<file path="src/rtl/window_peak_detector_pkg.sv">
// Shared definitions for the window peak detector.
// Holds the sample width, the full-scale codes and the two-state control
// encoding used by the top level.
package window_peak_detector_pkg;

  localparam int unsigned SAMPLE_W = 12;

  // Largest representable magnitude; -2048 saturates to this.
  localparam logic [SAMPLE_W-1:0] PEAK_MAX = 12'd2047;

  localparam logic signed [SAMPLE_W-1:0] FS_POS = 12'sh7FF;
  localparam logic signed [SAMPLE_W-1:0] FS_NEG = 12'sh800;

  typedef enum logic {
    StIdle  = 1'b0,
    StAccum = 1'b1
  } state_e;

endpackage

</file>
<file path="src/rtl/window_peak_detector_abs_saturate.sv">
// Combinational magnitude of a two's-complement sample.
// Ports:
//   sample_i    - signed sample
//   mag_o       - |sample_i|, with -2048 saturated to 2047 (bit 11 always 0)
//   fullscale_o - sample_i is either full-scale code (2047 or -2048)
module abs_saturate
  import window_peak_detector_pkg::*;
(
  input  logic signed [SAMPLE_W-1:0] sample_i,
  output logic        [SAMPLE_W-1:0] mag_o,
  output logic                       fullscale_o
);

  always_comb begin
    fullscale_o = (sample_i == FS_POS) || (sample_i == FS_NEG);
    if (sample_i == FS_NEG) begin
      mag_o = PEAK_MAX;
    end else if (sample_i[SAMPLE_W-1]) begin
      mag_o = ~sample_i + 12'd1;
    end else begin
      mag_o = sample_i;
    end
  end

endmodule

</file>
<file path="src/rtl/window_peak_detector.sv">
// Per-channel window peak detector.
// Reduces a signed sample stream to one unsigned peak per WINDOW accepted
// samples, with optional decaying peak-hold and a per-window clip flag.
// Ports:
//   data_clk     - clock, rising edge
//   reset_n      - asynchronous active-low reset
//   enable       - run when high; low discards the partial window and hold
//   sample_in    - two's-complement sample, qualified by sample_valid
//   sample_valid - sample qualifier
//   peak_out     - latest window peak, held between pulses
//   peak_valid   - one-cycle pulse when peak_out updates
//   clip_out     - with peak_valid: the window contained a full-scale sample
module window_peak_detector
  import window_peak_detector_pkg::*;
#(
  parameter int unsigned WINDOW = 64,
  parameter int unsigned CNT_W  = 6,
  parameter int unsigned DECAY  = 16
) (
  input  logic                       data_clk,
  input  logic                       reset_n,
  input  logic                       enable,
  input  logic signed [SAMPLE_W-1:0] sample_in,
  input  logic                       sample_valid,
  output logic        [SAMPLE_W-1:0] peak_out,
  output logic                       peak_valid,
  output logic                       clip_out
);

  localparam logic [CNT_W-1:0]    LastCnt  = CNT_W'(WINDOW - 1);
  localparam logic [SAMPLE_W-1:0] DecayAmt = SAMPLE_W'(DECAY);

  state_e              state_q, state_d;
  logic [CNT_W-1:0]    count_q, count_d;
  logic [SAMPLE_W-1:0] acc_q, acc_d;
  logic                clip_acc_q, clip_acc_d;
  logic [SAMPLE_W-1:0] held_q, held_d;
  logic [SAMPLE_W-1:0] peak_q, peak_d;
  logic                valid_q, valid_d;
  logic                clip_q, clip_d;

  logic [SAMPLE_W-1:0] mag;
  logic                fullscale;
  logic [CNT_W-1:0]    win_pos;
  logic [SAMPLE_W-1:0] win_max;
  logic [SAMPLE_W-1:0] decayed;
  logic [SAMPLE_W-1:0] next_peak;

  abs_saturate u_abs_saturate (
    .sample_i    (sample_in),
    .mag_o       (mag),
    .fullscale_o (fullscale)
  );

  // Next-peak datapath: window max including the current sample, and the
  // held value decayed with a floor at zero.
  always_comb begin
    // A window always starts from zero when entering from idle.
    win_pos   = (state_q == StAccum) ? count_q : '0;
    win_max   = (mag > acc_q) ? mag : acc_q;
    decayed   = (held_q > DecayAmt) ? (held_q - DecayAmt) : '0;
    if (DECAY == 0) begin
      next_peak = win_max;
    end else begin
      next_peak = (win_max > decayed) ? win_max : decayed;
    end
  end

  always_comb begin
    state_d    = state_q;
    count_d    = count_q;
    acc_d      = acc_q;
    clip_acc_d = clip_acc_q;
    held_d     = held_q;
    peak_d     = peak_q;
    valid_d    = 1'b0;
    clip_d     = 1'b0;

    if (!enable) begin
      // Disable wins over a window-ending sample in the same cycle.
      state_d    = StIdle;
      count_d    = '0;
      acc_d      = '0;
      clip_acc_d = 1'b0;
      held_d     = '0;
    end else begin
      state_d = StAccum;
      if (sample_valid) begin
        if (win_pos == LastCnt) begin
          peak_d     = next_peak;
          held_d     = next_peak;
          clip_d     = clip_acc_q | fullscale;
          valid_d    = 1'b1;
          count_d    = '0;
          acc_d      = '0;
          clip_acc_d = 1'b0;
        end else begin
          count_d    = win_pos + CNT_W'(1);
          acc_d      = win_max;
          clip_acc_d = clip_acc_q | fullscale;
        end
      end
    end
  end

  always_ff @(posedge data_clk or negedge reset_n) begin
    if (!reset_n) begin
      state_q    <= StIdle;
      count_q    <= '0;
      acc_q      <= '0;
      clip_acc_q <= 1'b0;
      held_q     <= '0;
      peak_q     <= '0;
      valid_q    <= 1'b0;
      clip_q     <= 1'b0;
    end else begin
      state_q    <= state_d;
      count_q    <= count_d;
      acc_q      <= acc_d;
      clip_acc_q <= clip_acc_d;
      held_q     <= held_d;
      peak_q     <= peak_d;
      valid_q    <= valid_d;
      clip_q     <= clip_d;
    end
  end

  assign peak_out   = peak_q;
  assign peak_valid = valid_q;
  assign clip_out   = clip_q;

endmodule

</file>
<file path="config.mk">
export PLATFORM = sky130hd
export DESIGN_NAME = window_peak_detector
export DESIGN_NICKNAME = d
export VERILOG_FILES = /design/src/rtl/window_peak_detector_pkg.sv /design/src/rtl/window_peak_detector_abs_saturate.sv /design/src/rtl/window_peak_detector.sv
export SDC_FILE = /design/constraint.sdc
export NUM_CORES = 1
export LEC_CHECK = 0
export ABC_AREA = 0
export BUFFER_PORTS_ARGS = -buffer_cell sky130_fd_sc_hd__buf_2
export CAP_MARGIN = 25
export CELL_PAD_IN_SITES_DETAIL_PLACEMENT = 1
export CELL_PAD_IN_SITES_GLOBAL_PLACEMENT = 2
export CORE_ASPECT_RATIO = 0.8
export CORE_MARGIN = 5
export CORE_UTILIZATION = 37
export DETAILED_ROUTE_END_ITERATION = 8
export GPL_ROUTABILITY_DRIVEN = 1
export GPL_TIMING_DRIVEN = 1
export PLACE_DENSITY = 0.84
export SYNTH_ARGS = -nofsm -noshare
export SYNTH_HDL_FRONTEND = slang
export SYNTH_SLANG_ARGS = --single-unit
</file>
<file path="constraint.sdc">
create_clock -name data_clk -period 4.28 [get_ports data_clk]
set_input_delay 0.856 -clock data_clk [delete_from_list [all_inputs] [get_ports data_clk]]
set_output_delay 0.856 -clock data_clk [all_outputs]
set_load 0.01 [all_outputs]
</file>
==> metrics.yaml <==
drt-vias-per-instance: 5.95
cts_tree: "built"
synth-edff-count: 0
clk_latency_ns: 0.32
ys_ff_latch: 46
pwr-share-seq_pct: 29.2
seq_area_frac_synth_pct: 35.9
r2r_cells: 13
dp.final_hpwl_mm: 7.80
vdd_drop_max_v: 0.000186
grt_setup_unrepaired: "yes"
hold_viol_final: 0
dr.first_iter.drc_count: 273
cp_max_fo: 6
cp_top_family: "simple AND/OR/NAND/NOR gates"
tightest_slew_ns: 0.797
clk_path_buf_depth: 2
slew-limit-headroom_pct: 46.4
grt_use_total_pct: 23.3
diodes: 0
syn_avg_cell_area_um2: 8.84
clk_pin_slew_worst_paths_ns: 0.10
p_int_w: 0.00105
cts_hold_repair.buffers: 0
setup_violations: 24
gr-total-overflow: 0
wl_mm: 13.4
globalplace.congestion: 0.879
drv_cap: 0
area_growth_pct: 50.1
switching_share_pct: 33.6
crit_chain: "buf_8, or4_4, o31ai_4, xor2_1, nand2_2, ha_4, nand4_1, a211o_1, a31oi_4, buf_8, mux2i_2, inv_1, ha_4, nand4_1, a21oi_2, o41ai_4, or2_4, buf_6, o211ai_1"
slew_viol_final: 0
start_util_pct: 37.8
start_kind: "primary input"
grt_max_degree: 28
nNetsFinal: 516
boundaryPins: 30
clock.fmax_mhz: 200
antenna_found_initial: 0
yosysTopAreaCellShare_pct: 35.9
synth_area_um2: 3210
numCtsBuffers: 5
cp_slowest_cell: "or4_4"
outcome: "complete, but fails checks"
path_buf_inv: 4
cpPeakStageDelay_ns: 0.55
coreArea_um2: 8480
end_kind: "flip-flop"
dp.cells: 555
layout-drive-gt1-share_pct: 41.9
min_path_type: "primary input to asynchronous set/reset pin"
num_rows: 30
p_per_area_nw_per_um2: 329
switchingPower_w: 0.000533
cp.arrival_ns: 5.22
synthCells: 363
grt_pass1_wl_mm: 19.4
synth_warnings: 0
placement.io_buffers: 29
cp.depth: 19
async_reset_ff_share_pct: 100
die-area_um2: 10600
min_period_over_period_pct: 117
timing.final.ws_setup_ns: -0.717
p_leak_nw: 2.16
cp.required_ns: 4.50
regArea_um2: 1150
clock_sinks: 46
power_frac_clock_pct: 26.3
fp.dieW_um: 114
grt_pass1_vias: 3556
synthTopCellsByArea: "dfrtp_1 (36%), ha_1 (11%), nand2_1 (5.0%), inv_1 (4.8%), o211ai_1 (3.3%)"
vias: 3473
place_ws_ns: -1.07
fin_skew_ns: 0.00791
multi_input_area_um2: 2340
p_comb_share_pct: 44.5
fin_cells: 584
die-height_um: 93.3
min_period_ns: 5.00
ys.flop_type: "dfrtp_1"
syn_nets: 408
synth_top_area_cell: "dfrtp_1"
route.detailed.drc: 0
clock-root-buffer: "clkbuf_8"
drtPass1Iterations: 4
wl_per_cell_um: 22.9
ys_types: 56
postRouteAntennaNets: 0
n_fill_cell: 953
violations: "setup timing"
worstSetupPathType: "primary input to flip-flop"
h-tree-depth: 2
-- placed cells by master (no fill, tap or decap), types with 7 or more instances in the layout --
| master | n |
|---|---|
| a21oi_1 | 12 |
| a22o_1 | 7 |
| buf_2 | 27 |
| buf_4 | 72 |
| dfrtp_1 | 46 |
| ha_1 | 18 |
| ha_4 | 10 |
| inv_1 | 34 |
| inv_2 | 7 |
| mux2i_4 | 9 |
| nand2_1 | 40 |
| nand3_1 | 14 |
| nand4_1 | 10 |
| nor2_1 | 12 |
| o211ai_1 | 14 |
| o21ai_0 | 9 |
| o221ai_2 | 7 |
-- final cells by class --
class	instances	share of cell area (%)
Tap cell	112	2.91
Timing Repair Buffer	112	18.4
Clock inverter	2	1.25
Multi-Input combinational cell	265	48.6
Clock buffer	6	1.71
Inverter	41	3.19
Sequential cell	46	23.9
-- final timing paths --
check,start,to,slack (ns)
min,reset_n,count_q[2]$_DFFE_PN0P_,0.49
max reg2reg,held_q[1]$_DFFE_PN0P_,held_q[11]$_DFFE_PN0P_,0.37
min reg2reg,count_q[5]$_DFFE_PN0P_,count_q[5]$_DFFE_PN0P_,0.50
min in group data_clk,count_q[5]$_DFFE_PN0P_,count_q[5]$_DFFE_PN0P_,0.50
max,sample_in[2],held_q[9]$_DFFE_PN0P_,-0.72
max in group asynchronous,reset_n,peak_out[5]$_DFFE_PN0P_,3.25
-- worst register-to-register path, stage by stage (launching register included) --
cell,delay [ns]
dfrtp_1,0.43
nor4_1,0.71
a21o_1,0.29
nand3_1,0.38
nand2_1,0.32
ha_4,0.24
nor2b_1,0.12
o211ai_1,0.21
a21oi_2,0.11
o41ai_4,0.43
buf_4,0.21
buf_4,0.13
nand3_1,0.12
o211ai_1,0.14
-- repair_timing --
action / CTS / global route
resized for setup: 60 / 42
setup endpoints to repair: 24 / 24
setup buffers: 12 / 6
pin swaps: 27 / 35
cloned: 3 / 0
-- cells by family after synthesis --
kind of cell	Yosys count	synth area share (%)
adder cells (fa/ha/maj)	29	11.3
buffers and inverters	52	6.63
AO/OA/AOI/OAI	95	21.1
AND/OR/NAND/NOR	121	18.8
flip-flops	46	35.9
XOR/XNOR	7	1.91
multiplexers	13	4.37
-- metal layers --
| layer | up-vias | global-route usage [%] | part of all wire (%) |
|---|---|---|---|
| li1 | 1539 | - | - |
| met3 | 32 | 4.66 | 5.6 |
| met4 | 0 | 4.15 | 2.4 |
| met2 | 129 | 39.4 | 49 |
| met5 | - | 0 | 0 |
| met1 | 1773 | 31.1 | 43 |
-- flip-flops by register name, indices dropped and copies added, names as in the netlist --
name        count
clip_acc_q      1
held_q         12
peak_out       12
peak_valid      1
acc_q          12
count_q         6
state_q         1
clip_out        1
-- cell usage after synthesis (5+ instances only) --
cell type	n
clkbuf_1	5
o22ai_1	10
inv_1	41
nand3_1	17
a21oi_1	18
a22o_1	7
nand4_1	10
nand2_1	43
nor2_1	13
mux2i_1	9
o21ai_0	13
nor3_1	7
o211ai_1	14
o221ai_1	8
nor2b_1	6
dfrtp_1	46
ha_1	29
-- per-stage QoR --
stage | area [um2] | hold WS [ns] | TNS, ns | total power [W] | util, %
3_3_place_gp | 3930 | 0.467 | -18.89 | 0.000877 | 46.3
2_1_floorplan | 3260 | 0.445 | -18.87 | 0.000697 | -
4_1_cts | 4540 | 0.501 | -11.27 | 0.00144 | 53.5
6_report | 4820 | 0.493 | -15.72 | 0.00158 | 56.8
3_5_place_dp | 3950 | 0.490 | -23.31 | 0.000892 | 46.6
5_1_grt | 4820 | 0.527 | -18.59 | 0.00164 | 56.8
-- power by group through the flow --
stage / sequential, W / clock (W) / combinational [W]
floorplan: 0.000462 / 0 / 0.000235
global placement: 0.000465 / 0 / 0.000412
detailed placement: 0.000465 / 0 / 0.000427
CTS: 0.000459 / 0.000418 / 0.000566
global route: 0.000463 / 0.000437 / 0.000741
finish: 0.000462 / 0.000417 / 0.000706
No activity file was read; power rests on OpenSTA's default activity.
